[config.mk]
export PLATFORM = sky130hd
export DESIGN_NAME = mcpu_seq_alu_flat
export DESIGN_NICKNAME = d
export VERILOG_FILES = /design/src/rtl/mcpu_seq_alu_if.sv /design/src/rtl/mcpu_seq_alu.sv /design/src/flat_wrapper.sv
export SDC_FILE = /design/constraint.sdc
export NUM_CORES = 1
export LEC_CHECK = 0
export ABC_CLOCK_PERIOD_IN_PS = 4200
export CAP_MARGIN = 20
export CORE_ASPECT_RATIO = 0.7
export CORE_UTILIZATION = 45
export DETAILED_ROUTE_END_ITERATION = 8
export GPL_ROUTABILITY_DRIVEN = 1
export PLACE_DENSITY = 0.65
export SLEW_MARGIN = 20
export SYNTH_ARGS = -nofsm -noshare
export SYNTH_HDL_FRONTEND = slang
export SYNTH_SLANG_ARGS = --single-unit
[constraint.sdc]
create_clock -name clk -period 4.2 [get_ports clk]
set_clock_uncertainty 0.2 [all_clocks]
set_input_delay 1.05 -clock clk [delete_from_list [all_inputs] [get_ports clk]]
set_output_delay 1.05 -clock clk [all_outputs]
set_load 0.005 [all_outputs]
[src/rtl/mcpu_seq_alu_if.sv]
// ----------------------------------------------------------------------------
// mcpu_seq_alu_if
//
// Purpose : request/response bundle between the MCPU control path and the
//           sequential ALU. The register file side (master) drives an opcode
//           and two operands with a start strobe. The ALU side (slave) returns
//           busy, a one-cycle done pulse, the 2W-bit result and the
//           carry/zero/divide-by-zero flags.
//
// Signals : start  master->slave  request, taken only while busy is low
//           cmd    master->slave  opcode (CMD_SIZE bits)
//           in1    master->slave  operand A / dividend (WORD_SIZE bits)
//           in2    master->slave  operand B / shift amount / divisor
//           busy   slave->master  multi-cycle operation in progress
//           done   slave->master  one-cycle pulse, result and flags updated
//           out    slave->master  result (2*WORD_SIZE bits), held between dones
//           CF     slave->master  carry flag
//           ZF     slave->master  zero flag (whole 2W result)
//           DZ     slave->master  divide-by-zero flag
// ----------------------------------------------------------------------------
interface mcpu_seq_alu_if #(
    parameter int WORD_SIZE = 16,
    parameter int CMD_SIZE  = 3
);
    logic                   start;
    logic [CMD_SIZE-1:0]    cmd;
    logic [WORD_SIZE-1:0]   in1;
    logic [WORD_SIZE-1:0]   in2;
    logic                   busy;
    logic                   done;
    logic [2*WORD_SIZE-1:0] out;
    logic                   CF;
    logic                   ZF;
    logic                   DZ;

    modport master (
        output start, cmd, in1, in2,
        input  busy, done, out, CF, ZF, DZ
    );

    modport slave (
        input  start, cmd, in1, in2,
        output busy, done, out, CF, ZF, DZ
    );
endinterface

[src/rtl/mcpu_seq_alu.sv]
// ----------------------------------------------------------------------------
// mcpu_seq_alu
//
// Purpose : registered, handshaked MCPU ALU. AND/OR/XOR/ADD/LSL/LSR (and DIV
//           by zero) finish one cycle after acceptance. MUL (shift-add) and
//           unsigned DIV (restoring) run for WORD_SIZE iterations on a shared
//           accumulator datapath. Results and flags are registered and change
//           only in the cycle where done is high.
//
// Ports   : clk    rising-edge clock
//           rst_n  synchronous reset, active low; aborts any running operation
//           bus    mcpu_seq_alu_if.slave (start/cmd/in1/in2 in,
//                  busy/done/out/CF/ZF/DZ out)
//
// Opcodes : AND=0 OR=1 XOR=2 ADD=3 LSL=4 LSR=5 MUL=6 DIV=7
//
// Option  : define MCPU_ALU_EARLY_TERM_EN to let MUL finish as soon as the
//           remaining multiplier bits are all zero (latency = 2 + index of the
//           highest set bit of in2, or 1 when in2 is zero). Results are
//           identical in both builds; DIV timing is unaffected.
// ----------------------------------------------------------------------------
module mcpu_seq_alu #(
    parameter int WORD_SIZE = 16,
    parameter int CMD_SIZE  = 3,
    parameter int CNT_SIZE  = $clog2(WORD_SIZE) + 1
) (
    input  logic          clk,
    input  logic          rst_n,
    mcpu_seq_alu_if.slave bus
);
    localparam int W  = WORD_SIZE;
    localparam int W2 = 2 * WORD_SIZE;

    localparam logic [CMD_SIZE-1:0] OP_AND = CMD_SIZE'(0);
    localparam logic [CMD_SIZE-1:0] OP_OR  = CMD_SIZE'(1);
    localparam logic [CMD_SIZE-1:0] OP_XOR = CMD_SIZE'(2);
    localparam logic [CMD_SIZE-1:0] OP_ADD = CMD_SIZE'(3);
    localparam logic [CMD_SIZE-1:0] OP_LSL = CMD_SIZE'(4);
    localparam logic [CMD_SIZE-1:0] OP_LSR = CMD_SIZE'(5);
    localparam logic [CMD_SIZE-1:0] OP_MUL = CMD_SIZE'(6);
    localparam logic [CMD_SIZE-1:0] OP_DIV = CMD_SIZE'(7);

    // 2W always fits in W bits because W >= 4.
    localparam logic [W-1:0] TWO_W = W'(W2);

    typedef enum logic {
        S_IDLE = 1'b0,
        S_ITER = 1'b1
    } state_t;

    // ------------------------------------------------------------------------
    // State
    // ------------------------------------------------------------------------
    state_t              state_q;
    logic [CNT_SIZE-1:0] cnt_q;
    logic                is_div_q;
    // Shared iteration datapath:
    //   MUL: acc_q = running product, opa_q = multiplicand shifted left,
    //        opb_q = multiplier shifted right.
    //   DIV: acc_q = {remainder, dividend/quotient} shifted left each step,
    //        opa_q[W-1:0] = divisor; opb_q unused.
    logic [W2-1:0]       acc_q;
    logic [W2-1:0]       opa_q;
    logic [W-1:0]        opb_q;

    logic                busy_q;
    logic                done_q;
    logic [W2-1:0]       out_q;
    logic                cf_q;
    logic                zf_q;
    logic                dz_q;

    // ------------------------------------------------------------------------
    // Single-cycle result, computed straight from the bus at acceptance
    // ------------------------------------------------------------------------
    logic [W:0]      add_sum;
    logic [4*W-1:0]  lsl_wide;
    logic [W:0]      lsr_mask;
    logic [W2-1:0]   fast_out;
    logic            fast_cf;
    logic            fast_dz;
    logic            launch_iter;

    always_comb begin
        add_sum     = {1'b0, bus.in1} + {1'b0, bus.in2};
        // Shift in a 4W-wide field so bits pushed past 2W-1 stay visible
        // for the carry flag.
        lsl_wide    = {{(3*W){1'b0}}, bus.in1} << bus.in2;
        // One-hot pick of in1[in2-1]: {in1,0} bit in2 is in1[in2-1] for
        // 1..W and the mask vanishes for larger shift amounts.
        lsr_mask    = (W+1)'(1) << bus.in2;
        fast_out    = '0;
        fast_cf     = 1'b0;
        fast_dz     = 1'b0;
        launch_iter = 1'b0;
        case (bus.cmd)
            OP_AND: fast_out = {{W{1'b0}}, bus.in1 & bus.in2};
            OP_OR:  fast_out = {{W{1'b0}}, bus.in1 | bus.in2};
            OP_XOR: fast_out = {{W{1'b0}}, bus.in1 ^ bus.in2};
            OP_ADD: begin
                fast_out = {{W{1'b0}}, add_sum[W-1:0]};
                fast_cf  = add_sum[W];
            end
            OP_LSL: begin
                fast_out = lsl_wide[W2-1:0];
                fast_cf  = (bus.in2 >= TWO_W) ? (|bus.in1) : (|lsl_wide[4*W-1:W2]);
            end
            OP_LSR: begin
                fast_out = {{W{1'b0}}, bus.in1 >> bus.in2};
                fast_cf  = |({bus.in1, 1'b0} & lsr_mask);
            end
            OP_MUL: begin
`ifdef MCPU_ALU_EARLY_TERM_EN
                // A zero multiplier has nothing to accumulate: finish now
                // with out=0.
                launch_iter = |bus.in2;
`else
                launch_iter = 1'b1;
`endif
            end
            OP_DIV: begin
                if (bus.in2 == '0) begin
                    fast_out = {bus.in1, {W{1'b1}}};
                    fast_cf  = 1'b1;
                    fast_dz  = 1'b1;
                end else begin
                    launch_iter = 1'b1;
                end
            end
            default: fast_out = '0;
        endcase
    end

    // ------------------------------------------------------------------------
    // One iteration step of the shared MUL/DIV datapath
    // ------------------------------------------------------------------------
    logic [W2-1:0] mul_acc_step;
    logic [W:0]    div_trial;
    logic          div_ge;
    logic [W-1:0]  div_rem;
    logic [W2-1:0] div_acc_step;
    logic [W2-1:0] acc_d;
    logic [W2-1:0] opa_d;
    logic [W-1:0]  opb_d;
    logic          iter_last;

    always_comb begin
        mul_acc_step = opb_q[0] ? (acc_q + opa_q) : acc_q;

        // Partial remainder shifted left with the next dividend bit appended;
        // it needs W+1 bits because it can reach 2*divisor-1.
        div_trial = acc_q[W2-1:W-1];
        div_ge    = div_trial >= {1'b0, opa_q[W-1:0]};
        div_rem   = W'(div_trial - {1'b0, opa_q[W-1:0]});
        if (div_ge) begin
            div_acc_step = {div_rem, acc_q[W-2:0], 1'b1};
        end else begin
            div_acc_step = {acc_q[W2-2:0], 1'b0};
        end

        acc_d = is_div_q ? div_acc_step : mul_acc_step;
        opa_d = is_div_q ? opa_q : (opa_q << 1);
        opb_d = opb_q >> 1;

        iter_last = (cnt_q == CNT_SIZE'(1));
`ifdef MCPU_ALU_EARLY_TERM_EN
        // Stop once this step consumes the last set multiplier bit.
        if (!is_div_q && (opb_q[W-1:1] == '0)) begin
            iter_last = 1'b1;
        end
`endif
    end

    // ------------------------------------------------------------------------
    // Control FSM with registered outputs
    // ------------------------------------------------------------------------
    always_ff @(posedge clk) begin
        if (!rst_n) begin
            state_q  <= S_IDLE;
            cnt_q    <= '0;
            is_div_q <= 1'b0;
            acc_q    <= '0;
            opa_q    <= '0;
            opb_q    <= '0;
            busy_q   <= 1'b0;
            done_q   <= 1'b0;
            out_q    <= '0;
            cf_q     <= 1'b0;
            zf_q     <= 1'b0;
            dz_q     <= 1'b0;
        end else begin
            done_q <= 1'b0;
            case (state_q)
                S_IDLE: begin
                    if (bus.start) begin
                        if (launch_iter) begin
                            state_q  <= S_ITER;
                            busy_q   <= 1'b1;
                            cnt_q    <= CNT_SIZE'(W);
                            is_div_q <= (bus.cmd == OP_DIV);
                            if (bus.cmd == OP_DIV) begin
                                acc_q <= {{W{1'b0}}, bus.in1};
                                opa_q <= {{W{1'b0}}, bus.in2};
                            end else begin
                                acc_q <= '0;
                                opa_q <= {{W{1'b0}}, bus.in1};
                            end
                            opb_q <= bus.in2;
                        end else begin
                            done_q <= 1'b1;
                            out_q  <= fast_out;
                            cf_q   <= fast_cf;
                            zf_q   <= (fast_out == '0);
                            dz_q   <= fast_dz;
                        end
                    end
                end
                S_ITER: begin
                    acc_q <= acc_d;
                    opa_q <= opa_d;
                    opb_q <= opb_d;
                    cnt_q <= cnt_q - CNT_SIZE'(1);
                    if (iter_last) begin
                        state_q <= S_IDLE;
                        cnt_q   <= '0;
                        busy_q  <= 1'b0;
                        done_q  <= 1'b1;
                        out_q   <= acc_d;
                        cf_q    <= 1'b0;
                        zf_q    <= (acc_d == '0);
                        dz_q    <= 1'b0;
                    end
                end
                default: state_q <= S_IDLE;
            endcase
        end
    end

    assign bus.busy = busy_q;
    assign bus.done = done_q;
    assign bus.out  = out_q;
    assign bus.CF   = cf_q;
    assign bus.ZF   = zf_q;
    assign bus.DZ   = dz_q;

endmodule

[src/flat_wrapper.sv]
// flat-port wrapper written by rule: the top's interface ports become plain ports
module mcpu_seq_alu_flat 
#(
    parameter int WORD_SIZE = 16,
    parameter int CMD_SIZE  = 3,
    parameter int CNT_SIZE  = $clog2(WORD_SIZE) + 1
)
  (clk, rst_n, bus_start, bus_cmd, bus_in1, bus_in2, bus_busy, bus_done, bus_out, bus_CF, bus_ZF, bus_DZ);
  mcpu_seq_alu_if #(.WORD_SIZE(WORD_SIZE), .CMD_SIZE(CMD_SIZE)) bus_i ();
  input  logic clk;
  input  logic rst_n;
  input wire logic [$bits(bus_i.start)-1:0] bus_start;
  input wire logic [$bits(bus_i.cmd)-1:0] bus_cmd;
  input wire logic [$bits(bus_i.in1)-1:0] bus_in1;
  input wire logic [$bits(bus_i.in2)-1:0] bus_in2;
  output wire logic [$bits(bus_i.busy)-1:0] bus_busy;
  output wire logic [$bits(bus_i.done)-1:0] bus_done;
  output wire logic [$bits(bus_i.out)-1:0] bus_out;
  output wire logic [$bits(bus_i.CF)-1:0] bus_CF;
  output wire logic [$bits(bus_i.ZF)-1:0] bus_ZF;
  output wire logic [$bits(bus_i.DZ)-1:0] bus_DZ;
  assign bus_i.start = bus_start;
  assign bus_i.cmd = bus_cmd;
  assign bus_i.in1 = bus_in1;
  assign bus_i.in2 = bus_in2;
  assign bus_busy = bus_i.busy;
  assign bus_done = bus_i.done;
  assign bus_out = bus_i.out;
  assign bus_CF = bus_i.CF;
  assign bus_ZF = bus_i.ZF;
  assign bus_DZ = bus_i.DZ;
  mcpu_seq_alu #(.WORD_SIZE(WORD_SIZE), .CMD_SIZE(CMD_SIZE), .CNT_SIZE(CNT_SIZE)) u_core (.clk(clk), .rst_n(rst_n), .bus(bus_i));
endmodule
Yosys cells after proc, flatten, opt, wreduce, memory -nomap -nowiden
Cells that the tools add are included.
- add/sub/neg operators: 4
- order comparisons: 2
- equal/unequal tests: 13
- shifts and indexed selects: 3
- muxes and demuxes: 53
- bitwise gates (word level): 5
- reductions and logical operators: 12
- operator list (kind ; number):
    $mux W32 ; 12
    $pmux W32 S7 ; 1
    $pmux W32 S2 ; 3
    $logic_not A32 Y1 ; 2
    $mux W16 ; 4
    $shl A16 B16 Y64 ; 1
    $add A32 B32 Y32 ; 1
    $pmux W16 S2 ; 1
    $reduce_or A32 Y1 ; 1
    $mux W1 ; 20
    $add A16 B16 Y17 ; 1
    $and A17 B17 Y17 ; 1
    $ge A17 B16 Y1 ; 1
    $reduce_or A17 Y1 ; 1
    $shl A1 B16 Y17 const A ; 1
    $and A16 B16 Y16 ; 1
    $ge A16 B6 Y1 const B ; 1
    $logic_not A16 Y1 ; 1
    $or A16 B16 Y16 ; 1
    $reduce_or A16 Y1 ; 1
    $shr A16 B16 Y16 ; 1
    $sub A16 B16 Y16 ; 1
    $xor A16 B16 Y16 ; 1
    $mux W5 ; 3
    14 further kinds ; 30
- bits in registers: 124
- input port bits: 38
- output and inout port bits: 37
- word-level logic and storage cells: 104

Logic depth before layout (Yosys ltp)
- depth after elaboration: 7
- gate-level depth with buffers: 16

Least setup slack after synthesis
OpenSTA, ideal clock, no wires.
- path kind: input-to-reg
- start: input port bus_in2[1]
- end: register u_core.zf_q (netlist: u_core.bus.ZF)
- arrival time: 3.875 ns
- required time: 3.883 ns
- slack: 0.008 ns
- stages: 16
- path buffers: 3
- cell sequence: buf_6 buf_6 inv_2 buf_2 ha_1 a211oi_1 nor2_1 o22a_1 a41oi_1 a21oi_1 a21o_1 a21oi_1 mux2i_1 nor4_1 a21oi_1 nand2_1
- longest elaborated chain between the ends: 7
- elaborated cells between the ends (all ways): 17
- those cells by class: add/sub (1); eq/ne (1); shift (2); mux (7); bitwise (3); reduce/logical (3)
- ends and longest elaborated chain (what ; RTL line ; source):
    start: declaration ; flat_wrapper.sv:15 ; input wire logic [$bits(bus_i.in2)-1:0] bus_in2;
    branches (longest 7 deep; another with $add A16 B16 Y17) ; -- ;
    end signal: assignment ; mcpu_seq_alu.sv:213 ; zf_q <= (fast_out == '0);
    end signal: assignment ; mcpu_seq_alu.sv:230 ; zf_q <= (acc_d == '0);
    end: declaration ; mcpu_seq_alu.sv:70 ; logic zf_q;
Several ways; the timed one is not identified. The select of a mux whose other input is x is not followed.
A chain may end at the register's enable or synchronous reset.

Worst setup path after layout
- start: register u_core.acc_q[0]
- end: register u_core.zf_q (netlist: u_core.bus.ZF)
- longest elaborated chain between the ends: 6
- elaborated cells between the ends (all ways): 7
- those cells by class: add/sub (1); mux (5); reduce/logical (1)
- ends and longest elaborated chain (what ; RTL line ; source):
    start: declaration ; mcpu_seq_alu.sv:62 ; logic [W2-1:0] acc_q;
    start signal: assignment ; mcpu_seq_alu.sv:202 ; acc_q <= {{W{1'b0}}, bus.in1};
    $add A32 B32 Y32 ; mcpu_seq_alu.sv:148 ; mul_acc_step = opb_q[0] ? (acc_q + opa_q) : acc_q;
    $mux W32 ; mcpu_seq_alu.sv:148 ;
    $mux W32 (*) ; mcpu_seq_alu.sv:161 ; acc_d = is_div_q ? div_acc_step : mul_acc_step;
    $logic_not A32 Y1 (*) ; mcpu_seq_alu.sv:230 ;
    $mux W1 (*) ; mcpu_seq_alu.sv:223 ; if (iter_last) begin
    $pmux W1 S2 (*) ; mcpu_seq_alu.sv:193 ; case (state_q)
Every way passes the cells marked *; elsewhere a longest branch is shown, timed or not. The select of a mux whose other input is x is not followed.

==> reports/results.txt <==
Max-cap violations = 0
Final worst slack = 0.0970 ns
Reg-to-reg slack, setup = 0.1 ns
Mapped Nets = 1,938
Clock Tree Root = clkbuf_16
Crit path capture type = register
Worst-skew pair later-pin latency = 0.45 ns
Total CTS buffers = 17
Yosys warns = 0
CP startpoint = u_core.acc_q[0]$_SDFFE_PN0P_
Die Span Y = 145 um
HP Start = u_core.bus.out[6]$_SDFFE_PN0P_
Number of buffers added on ports = 74
Cell taking the most area after synthesis = dfxtp_1
Largest family of logic cells by synthesized area = compound AO/OA/AOI/OAI gates
Startpoint Class = register
Pin count of the biggest net entering global routing = 64
Sequential area share after synthesis = 0.188
Post-layout min period = 4.10 ns
Vias in the first global route = 14,600
Place WS = -0.414 ns
Peak supply drop = 0.000230 V
Final wirelength = 63,600 um
Post-synthesis async set-or-reset flop share = 0
Final setup violation count = 0
Post-synthesis mux area share = 0.0970
Worst Path Arrival = 4.29 ns
Die area = 30,100 um^2
Syn-to-layout area delta = 30.0%
CP required = 4.39 ns
Post-synth top flop = dfxtp_1
Post-synthesis compound-gate area fraction = 0.307
Die width = 207 um
Core box area = 28,900 um^2
GPL Wtd Cong = 1.06
Leak = 7.40 nW
Status = finished, final reports clean
Via count = 16,100
Max Slew Vio Count = 0
Initial Util = 0.458
Simple-gate portion of the synthesized area = 0.234
WL per Instance = 25.5 um
Total I/O pin count = 75
Row count = 52
CTS HTree Levels = 4
Worst min path class = register to register
Residual DRC = 0
Gr usage total = 0.422
DP HPWL = 51,100 um
Total design power = 4.42 mW
Vias/cell = 6.46
Post-synth cell types = 95
Cell area power density = 257 nW/um^2
CTS max path bufs = 2
Nets = 2,225
Final hold violations = 0
Fmax = 244 MHz
Xor/xnor share of the synthesized area = 0.0238
Filler cells = 2,726
Most common cell in the synthesized netlist = nand2_1
Worst Tran Pin Value = 0.985 ns
WHS Path Cells = 2
Mean post-synth cell area = 7.28 um^2
#FFs+latches synth = 124
Worst setup path endpoint = u_core.bus.ZF$_SDFFE_PN0P_
Slew HR = 0.334
Antenna violations before repair = 0
Clk sinks = 124
Detail Route Antenna Nets = 0
Gate Count Post-Synth = 1,816
Crit Reg-Reg Startpoint = u_core.acc_q[0]$_SDFFE_PN0P_
Hold slack = 0.270 ns
DRT Pass-1 Iters = 8
Post-synth EDFFs = 0
GRT Residual Overflow = 0
Crit Path Max Fanout = 4
Synth top cells by count = 228 x nand2_1, 167 x a21oi_1, 126 x o21ai_0
R2r worst-path depth = 17
Clock transition at the registers of the reported paths = 0.07 ns
Fraction of layout cells with a size suffix above 1 = 0.213
Iteration-0 DRC Markers = 2,698
Synth Cell Area = 13,200 um^2
Setup CP Type = register to register
First-pass GRT wire length = 94,000 um
R2r endpoint = u_core.bus.ZF$_SDFFE_PN0P_
Synth Area in Adders = 0.0812
Main area contributors after synthesis = dfxtp_1 19%, ha_1 7.7%, nand2_1 6.5%
Final period util = 0.977
Antenna Cells = 0
CTS tree = yes
Share of the synthesized area in the top cell type = 0.188
[how the worst min path moves through the flow]
stage	endpoint	slack, ns
6_report	u_core.bus.out[6]$_SDFFE_PN0P_	0.27
3_3_place_gp	u_core.bus.out[30]$_SDFFE_PN0P_	0.25
2_1_floorplan	u_core.bus.out[9]$_SDFFE_PN0P_	0.25
5_1_grt	u_core.bus.out[16]$_SDFFE_PN0P_	0.29
3_5_place_dp	u_core.bus.out[6]$_SDFFE_PN0P_	0.26
4_1_cts	u_core.bus.out[6]$_SDFFE_PN0P_	0.27
[cell families after synthesis]
kind of cell | count (synthesis)
buffers and inverters | 219
muxes | 97
AOI/OAI and AO/OA | 616
DFF | 124
and+or+nand+nor | 640
xor gates and xnor gates | 36
adders and majority gates | 84
[layout by cell type (no fill, tap or decap), drive strengths merged, types with 7 or more instances in the layout]
cell	count
a211oi	36
a21boi	24
a21o	20
a21oi	167
a221oi	12
a222oi	7
a22o	10
a22oi	29
a31oi	15
and2	41
and3	12
buf	340
clkbuf	17
clkdlybuf4s50	70
dfxtp	124
ha	81
inv	89
mux2	24
mux2i	52
mux4	21
nand2	228
nand2b	17
nand3	33
nand4	20
nor2	125
nor2b	54
nor3	48
nor4	16
o211a	21
o211ai	37
o21a	17
o21ai	139
o22ai	9
o31ai	9
or2	7
or3	13
xnor2	21
xor2	15
[flip-flops by register name (all words and copies together), names as in the netlist, 5 cells and up]
register and count:
u_core.acc_q 32, u_core.bus.out 32, u_core.opa_q 32, u_core.opb_q 16, u_core.cnt_q 5
[worst max-delay path: stages, from the launching register on]
cell and delay, ns:
dfxtp_1 0.40, ha_1 0.23, inv_1 0.07, fa_1 0.43, and2b_1 0.22, o31a_1 0.18, o211ai_1 0.23, buf_4 0.22
a2111oi_1 0.39, o21ai_0 0.14, nand3_1 0.19, a22o_1 0.23, nand3_1 0.11, nor4_2 0.31, buf_4 0.17, nand4b_1 0.10
buf_4 0.17, nand2_1 0.05
[power by group]
| group | internal (mW) | switching (mW) | total (mW) |
|---|---|---|---|
| Clock | 0.849 | 0.695 | 1.54 |
| Sequential | 1.22 | 0.0537 | 1.28 |
| Combinational | 0.692 | 0.902 | 1.59 |
[metal layers]
metal / part of all wire / track usage / vias up
met2: 0.36 / 0.517 / 1071
met4: 0.014 / 0.0708 / 0
met5: 0 / 0 / -
met3: 0.17 / 0.168 / 71
li1: - / - / 7243
met1: 0.46 / 0.671 / 7738
[area by class of cell]
class | instances | area [um^2] | area share
Tap cell | 378 | 473 | 0.0275
Inverter | 77 | 289 | 0.0168
Timing Repair Buffer | 410 | 3430 | 0.200
Multi-Input combinational cell | 1473 | 9920 | 0.577
Sequential cell | 124 | 2480 | 0.145
Clock buffer | 17 | 425 | 0.0248
Clock inverter | 15 | 165 | 0.00961
[per-stage QoR]
| step | cell area (um^2) | instances | util | setup TNS [ns] |
|---|---|---|---|---|
| final | 17200 | 2494 | 0.595 | 0 |
| after global routing | 17200 | 2494 | 0.595 | -0.0586 |
| after floorplan | 13200 | 1816 | - | 0 |
| after global placement | 16500 | 2460 | 0.571 | -1.40 |
| after CTS | 17100 | 2492 | 0.592 | 0 |
| after detailed placement | 16500 | 2460 | 0.571 | -1.95 |
[repair_timing]
action	CTS	global route
hold buffers	0	0
resized for setup	0	17
buffers inserted	0	2
endpoints found under the setup margin	0	6
(Power assumes the default switching activity.)
